==> src/rtl/adc_scan_sequencer_if.sv <==
// Serial bus between the scan sequencer (master) and the external ADC (slave).
interface adc_scan_sequencer_if;
    logic ADC_CS_N;
    logic ADC_SCLK;
    logic ADC_DIN;
    logic ADC_DOUT;

    modport master (
        output ADC_CS_N,
        output ADC_SCLK,
        output ADC_DIN,
        input  ADC_DOUT
    );

    modport slave (
        input  ADC_CS_N,
        input  ADC_SCLK,
        input  ADC_DIN,
        output ADC_DOUT
    );
endinterface

==> src/rtl/adc_scan_sequencer.sv <==
// Autonomous scanner for a pipelined 8-channel 12-bit serial ADC.
// Define ADC_SCAN_CHK_EN to verify the returned channel id in every frame.
module adc_scan_sequencer #(
    parameter int NUM_CH  = 8,
    parameter int CLK_DIV = 4,
    parameter int QUIET   = 6
) (
    input  logic                 SYS_CLK,
    input  logic                 RESET_N,
    input  logic                 ENABLE,
    input  logic [NUM_CH-1:0]    CH_MASK,
    adc_scan_sequencer_if.master adc,
    output logic [NUM_CH*16-1:0] RESULT_REG,
    output logic [NUM_CH-1:0]    RESULT_VALID,
    output logic                 SCAN_DONE,
    output logic [15:0]          SCAN_COUNT,
    output logic                 ADC_ERR
);
    typedef enum logic [2:0] {
        S_IDLE, S_START, S_SHIFT, S_STORE, S_QUIET
    } state_t;

    localparam logic [15:0] DIV_LAST = 16'(CLK_DIV - 1);
    localparam logic [15:0] Q_LAST   = 16'(QUIET - 1);

    state_t      state, state_n;
    logic        cs_n, sclk, din;
    logic [15:0] sh;
    logic [14:0] rx;
    logic [15:0] div_cnt, q_cnt;
    logic [3:0]  bit_cnt;
    logic [2:0]  cur_ch, prev_ch;
    logic [2:0]  first_ch, next_ch, hi_ch;
    logic        prime, go, tick, last_rise, id_ok, wr;

    assign go        = ENABLE && (|CH_MASK);
    assign tick      = (div_cnt == DIV_LAST);
    assign last_rise = (state == S_SHIFT) && tick && !sclk && (bit_cnt == 4'd15);
    assign wr        = prime && id_ok;

    assign adc.ADC_CS_N = cs_n;
    assign adc.ADC_SCLK = sclk;
    assign adc.ADC_DIN  = din;

`ifdef ADC_SCAN_CHK_EN
    logic err;
    assign id_ok   = (rx[14:12] == prev_ch);
    assign ADC_ERR = err;
`else
    logic unused_id;
    assign unused_id = ^rx[14:12];
    assign id_ok     = 1'b1;
    assign ADC_ERR   = 1'b0;
`endif

    // next_ch: lowest set bit above cur_ch, else wrap to the lowest set bit
    always_comb begin
        first_ch = '0;
        hi_ch    = '0;
        for (int i = NUM_CH - 1; i >= 0; i--)
            if (CH_MASK[i]) first_ch = 3'(i);
        for (int i = 0; i < NUM_CH; i++)
            if (CH_MASK[i]) hi_ch = 3'(i);
        next_ch = first_ch;
        for (int i = NUM_CH - 1; i >= 0; i--)
            if (CH_MASK[i] && (3'(i) > cur_ch)) next_ch = 3'(i);
    end

    always_ff @(posedge SYS_CLK or negedge RESET_N) begin
        if (!RESET_N) state <= S_IDLE;
        else          state <= state_n;
    end

    always_comb begin
        state_n = state;
        unique case (state)
            S_IDLE:  if (go) state_n = S_START;
            S_START: state_n = S_SHIFT;
            S_SHIFT: if (last_rise) state_n = S_STORE;
            S_STORE: begin
                if (QUIET > 1)  state_n = S_QUIET;
                else if (go)    state_n = S_START;
                else            state_n = S_IDLE;
            end
            S_QUIET: begin
                if (q_cnt == Q_LAST) state_n = go ? S_START : S_IDLE;
            end
            default: state_n = S_IDLE;
        endcase
    end

    always_ff @(posedge SYS_CLK or negedge RESET_N) begin
        if (!RESET_N) begin
            cs_n         <= 1'b1;
            sclk         <= 1'b1;
            din          <= 1'b0;
            sh           <= '0;
            rx           <= '0;
            div_cnt      <= '0;
            q_cnt        <= '0;
            bit_cnt      <= '0;
            cur_ch       <= '0;
            prev_ch      <= '0;
            prime        <= 1'b0;
            RESULT_REG   <= '0;
            RESULT_VALID <= '0;
            SCAN_DONE    <= 1'b0;
            SCAN_COUNT   <= '0;
`ifdef ADC_SCAN_CHK_EN
            err          <= 1'b0;
`endif
        end else begin
            SCAN_DONE <= 1'b0;
            // chip select falls on the edge that enters START
            if (state_n == S_START && state != S_START) cs_n <= 1'b0;
            case (state)
                S_IDLE: begin
                    prime  <= 1'b0;
                    cur_ch <= first_ch;
                end
                S_START: begin
                    sh      <= {1'b1, 2'b00, cur_ch, 10'd0};
                    div_cnt <= 16'd1;
                    bit_cnt <= '0;
                end
                S_SHIFT: begin
                    if (tick) begin
                        div_cnt <= '0;
                        if (sclk) begin
                            sclk <= 1'b0;
                            din  <= sh[15];
                            sh   <= {sh[14:0], 1'b0};
                        end else begin
                            sclk    <= 1'b1;
                            rx      <= {rx[13:0], adc.ADC_DOUT};
                            bit_cnt <= bit_cnt + 4'd1;
                            if (bit_cnt == 4'd15) cs_n <= 1'b1;
                        end
                    end else begin
                        div_cnt <= div_cnt + 16'd1;
                    end
                end
                S_STORE: begin
                    prev_ch <= cur_ch;
                    cur_ch  <= next_ch;
                    prime   <= 1'b1;
                    q_cnt   <= 16'd1;
                    if (wr) begin
                        RESULT_REG[{prev_ch, 4'b0} +: 16] <= {4'h0, rx[11:0]};
                        RESULT_VALID[prev_ch] <= 1'b1;
                        if (prev_ch == hi_ch) begin
                            SCAN_DONE  <= 1'b1;
                            SCAN_COUNT <= SCAN_COUNT + 16'd1;
                        end
                    end
`ifdef ADC_SCAN_CHK_EN
                    if (prime && !id_ok) begin
                        err   <= 1'b1;
                        prime <= 1'b0;
                    end
`endif
                end
                S_QUIET: q_cnt <= q_cnt + 16'd1;
                default: ;
            endcase
        end
    end
endmodule

==> src/flat_wrapper.sv <==
// flat-port wrapper written by rule: the top's interface ports become plain ports
module adc_scan_sequencer_flat 
#(
    parameter int NUM_CH  = 8,
    parameter int CLK_DIV = 4,
    parameter int QUIET   = 6
)
  (SYS_CLK, RESET_N, ENABLE, CH_MASK, RESULT_REG, RESULT_VALID, SCAN_DONE, SCAN_COUNT, ADC_ERR, adc_ADC_CS_N, adc_ADC_SCLK, adc_ADC_DIN, adc_ADC_DOUT);
  adc_scan_sequencer_if adc_i ();
  input  logic SYS_CLK;
  input  logic RESET_N;
  input  logic ENABLE;
  input  logic [NUM_CH-1:0] CH_MASK;
  output logic [NUM_CH*16-1:0] RESULT_REG;
  output logic [NUM_CH-1:0] RESULT_VALID;
  output logic SCAN_DONE;
  output logic [15:0] SCAN_COUNT;
  output logic ADC_ERR;
  output wire logic [$bits(adc_i.ADC_CS_N)-1:0] adc_ADC_CS_N;
  output wire logic [$bits(adc_i.ADC_SCLK)-1:0] adc_ADC_SCLK;
  output wire logic [$bits(adc_i.ADC_DIN)-1:0] adc_ADC_DIN;
  input wire logic [$bits(adc_i.ADC_DOUT)-1:0] adc_ADC_DOUT;
  assign adc_ADC_CS_N = adc_i.ADC_CS_N;
  assign adc_ADC_SCLK = adc_i.ADC_SCLK;
  assign adc_ADC_DIN = adc_i.ADC_DIN;
  assign adc_i.ADC_DOUT = adc_ADC_DOUT;
  adc_scan_sequencer #(.NUM_CH(NUM_CH), .CLK_DIV(CLK_DIV), .QUIET(QUIET)) u_core (.SYS_CLK(SYS_CLK), .RESET_N(RESET_N), .ENABLE(ENABLE), .CH_MASK(CH_MASK), .adc(adc_i), .RESULT_REG(RESULT_REG), .RESULT_VALID(RESULT_VALID), .SCAN_DONE(SCAN_DONE), .SCAN_COUNT(SCAN_COUNT), .ADC_ERR(ADC_ERR));
endmodule
==> config.mk <==
export PLATFORM = sky130hd
export DESIGN_NAME = adc_scan_sequencer_flat
export DESIGN_NICKNAME = d
export VERILOG_FILES = /design/src/rtl/adc_scan_sequencer_if.sv /design/src/rtl/adc_scan_sequencer.sv /design/src/flat_wrapper.sv
export SDC_FILE = /design/constraint.sdc
export NUM_CORES = 1
export LEC_CHECK = 0
export ABC_CLOCK_PERIOD_IN_PS = 2950
export CORE_MARGIN = 1
export CORE_UTILIZATION = 54
export CTS_BUF_LIST = sky130_fd_sc_hd__clkbuf_4
export DETAILED_ROUTE_END_ITERATION = 8
export PLACE_DENSITY = 0.93
export SLEW_MARGIN = 0
export SYNTH_ARGS = -nofsm -noshare
export SYNTH_HDL_FRONTEND = slang
export SYNTH_SLANG_ARGS = --single-unit
export TNS_END_PERCENT = 50
==> constraint.sdc <==
create_clock -name SYS_CLK -period 2.95 [get_ports SYS_CLK]
set_clock_uncertainty 0.05 [all_clocks]
set_input_delay 0.885 -clock SYS_CLK [delete_from_list [all_inputs] [get_ports SYS_CLK]]
set_output_delay 0.885 -clock SYS_CLK [all_outputs]
set_load 0.1 [all_outputs]
==> impl_metrics.json <==
{
  "status": "complete, no violations",
  "first_iter_violations": 364,
  "fp.dieW_microns": 129.2,
  "grt_pass1_wl_mm": 30.63,
  "synth_top_area_cell": "dfrtp_1",
  "via_count": 6407,
  "gp_congestion": 0.8813,
  "peakVddDrop_mv": 0.2139,
  "whs_ps": 210.8,
  "root_buffer": "clkbuf_4",
  "via_per_inst": 5.571,
  "rr_endpoint": "u_core.RESULT_REG[8]",
  "fin_crit_sh_pct": 89.03,
  "worst_pin_slew_ps": 764.5,
  "final_max_slew_viol_count": 0,
  "crit_chain": "inv_1 -> ha_1 -> ha_1 -> nor2_1 -> nand4_1 -> mux2_2",
  "synth-adder-area-share_pct": 1.002,
  "ctsHoldBuffers": 0,
  "cts_tree": "built",
  "die_h_microns": 129.2,
  "final_cell_area_sq_um": 10280,
  "synthMuxAreaShare_pct": 13.96,
  "finalHoldViolCount": 0,
  "yosysSeqAreaShare_pct": 53.86,
  "critical-path-top-delay-family": "simple AND/OR/NAND/NOR gates",
  "synth_most_common_cell": "dfrtp_1",
  "grt_antenna_before_repair": 1,
  "slew-limit-headroom_pct": 48.88,
  "syn_inst": 784,
  "area_growth_pct": 17.60,
  "syn_area_sq_um": 8740,
  "dr.pass1.iters": 5,
  "setup.worst_path.start": "u_core.prev_ch[1]",
  "antenna_left": 0,
  "synth-compound-area-share_pct": 9.549,
  "post_cts_resized": 0,
  "power_density_nw_per_um2": 416.1,
  "finish.utilization_pct": 64.93,
  "rsz0062_at_grt": "no",
  "max_cap_viol_count": 0,
  "clockBufferDepth": 2,
  "die_area_sq_um": 16700,
  "start_util_pct": 55.22,
  "rr_worst_depth": 6,
  "worstPathMaxFanout": 12,
  "setup_viol": 0,
  "rows": 46,
  "io_buffer_count": 135,
  "grt_max_degree": 66,
  "path_class": "reg2reg",
  "grt_overflow": 0,
  "core_area_sq_um": 15830,
  "p_leak_nw": 5.299,
  "htreeDepth": 4,
  "p_total_w": 0.004277,
  "syn_area_per_cell_sq_um": 11.15,
  "ios": 169,
  "ys_async_sr_fraction_pct": 100.0,
  "synth-seq-cells": 188,
  "finalCriticalPeriod_ps": 2627,
  "synth_area_leaders": "dfrtp_1 53%, mux2_2 12%, nand2_1 4.3%, buf_4 3.2%, o21ai_0 2.1%",
  "critPathRequiredTime_ps": 3380,
  "synth-edff-count": 0,
  "final_nets": 940,
  "drt_wl_total_mm": 19.22,
  "clock_latency_ps": 580,
  "fmax_mhz": 380.7,
  "hold_path_class": "in2async",
  "clk_pin_slew_ps": 150,
  "rr_startpoint": "u_core.prev_ch[1]",
  "critical_path.slowest_cell": "nand4_1",
  "fillCellCount": 1127,
  "placed_cell_area_sq_um": 10000,
  "cts_buffers": 17,
  "wl_per_cell_microns": 16.72,
  "ys_warn_count": 0,
  "worstSetupStartpointType": "flop",
  "first_global_vias": 6106,
  "synth.distinct_cells": 62,
  "r2r_setup_slack_ps": 320,
  "route.detailed.drc": 0,
  "synth_xor_area_share_pct": 1.704,
  "synth_top_family_by_area": "multiplexers",
  "critPathCaptureType": "flop",
  "cts.sinks": 188,
  "slowest_delay_ps": 620,
  "drive_above_1_share_pct": 32.58,
  "synth_common_cells": "186 x dfrtp_1, 100 x nand2_1, 95 x mux2_2, 37 x buf_4, 37 x o21ai_0",
  "synth-main-ff-cell": "dfrtp_1",
  "yosys.area.top_type_share_pct": 53.26,
  "fin_tns_setup_ps": 0,
  "arrival_ps": 3060,
  "dpl.hpwl_mm": 14.07,
  "track_usage_pct": 23.81,
  "cp_common_cell": "ha_1",
  "postCtsSetupBuffers": 0,
  "crit_buf_inv": 1,
  "yosys.area_share.simple_pct": 13.72
}
layout by cell type (no fill, tap or decap), drive strengths merged, types with 6 or more instances in the layout:
cell type,netlist,final
clkdlybuf4s50,0,10
buf,47,155
clkinv,0,8
nand2b,6,6
mux2i,15,15
a21oi,20,20
and3,8,8
or3,9,9
nand4,13,13
nor3,18,18
conb,1,33
clkbuf,32,17
nand2,100,100
mux2,95,95
inv,20,23
a21o,12,12
o21ai,37,37
xor2,15,15
nand3,27,27
nor4,9,9
ha,7,7
nor2,30,30
a2111oi,12,12
dfrtp,186,186
worst max-delay path by stage:
stage,cells after the start,to
global route,6,u_core.RESULT_REG[8]
finish,6,u_core.RESULT_REG[8]
detailed placement,6,u_core.SCAN_COUNT[7]
floorplan,6,u_core.SCAN_COUNT[1]
CTS,6,u_core.RESULT_REG[8]
global placement,7,u_core.SCAN_COUNT[8]
per-layer routing:
layer  vias up  wire length, microns  GRT usage (%)
li1       2982                     -              -
met1      3173                  7921          30.17
met2       207                  9739          39.25
met3        45                   961          5.739
met4         0                   601          10.03
met5         -                     0              0
layout make-up:
class | instances | area (sq um) | share of cell area (%)
antenna | 1 | 2.502 | 0.02435
clock buffer | 17 | 127.6 | 1.242
clock inverter | 14 | 142.6 | 1.388
inverter | 20 | 75.07 | 0.7305
multi-input combinational | 529 | 3635 | 35.37
sequential | 188 | 4707 | 45.80
tap | 216 | 270.3 | 2.630
timing repair buffer | 165 | 1318 | 12.82
stage by stage:
stage | std cells | setup WS (ps)
5_1_grt | 1150 | 190.9
3_5_place_dp | 1118 | -194.6
2_1_floorplan | 816 | 286.5
4_1_cts | 1149 | 313.9
6_report | 1150 | 323.5
3_3_place_gp | 1118 | -71.99
where the power goes:
group          switching, W  total (W)  internal [W]
clock              0.000871    0.00137      0.000501
sequential        0.0000168    0.00260       0.00258
combinational      0.000263   0.000306     0.0000424
kinds of logic after synthesis:
logic type                 after synthesis
muxes                                  110
adders and majority gates                7
and+or+nand+nor                        246
other                                    1
DFF                                    188
xor gates and xnor gates                17
buffers and inverters                   99
AOI/OAI and AO/OA                      116
sequential cells by signal (all words and copies together) (netlist names):
name and count:
u_core.RESULT_REG 96, u_core.SCAN_COUNT 16, u_core.div_cnt 16, u_core.q_cnt 16, u_core.rx 12, u_core.RESULT_VALID 8, u_core.sh 6, u_core.bit_cnt 4
u_core.cur_ch 3, u_core.prev_ch 3, u_core.state 3, u_core.SCAN_DONE 1, u_core.adc.ADC_CS_N 1, u_core.adc.ADC_DIN 1, u_core.adc.ADC_SCLK 1, u_core.prime 1
Note: power is estimated with default switching activity, not from simulation.
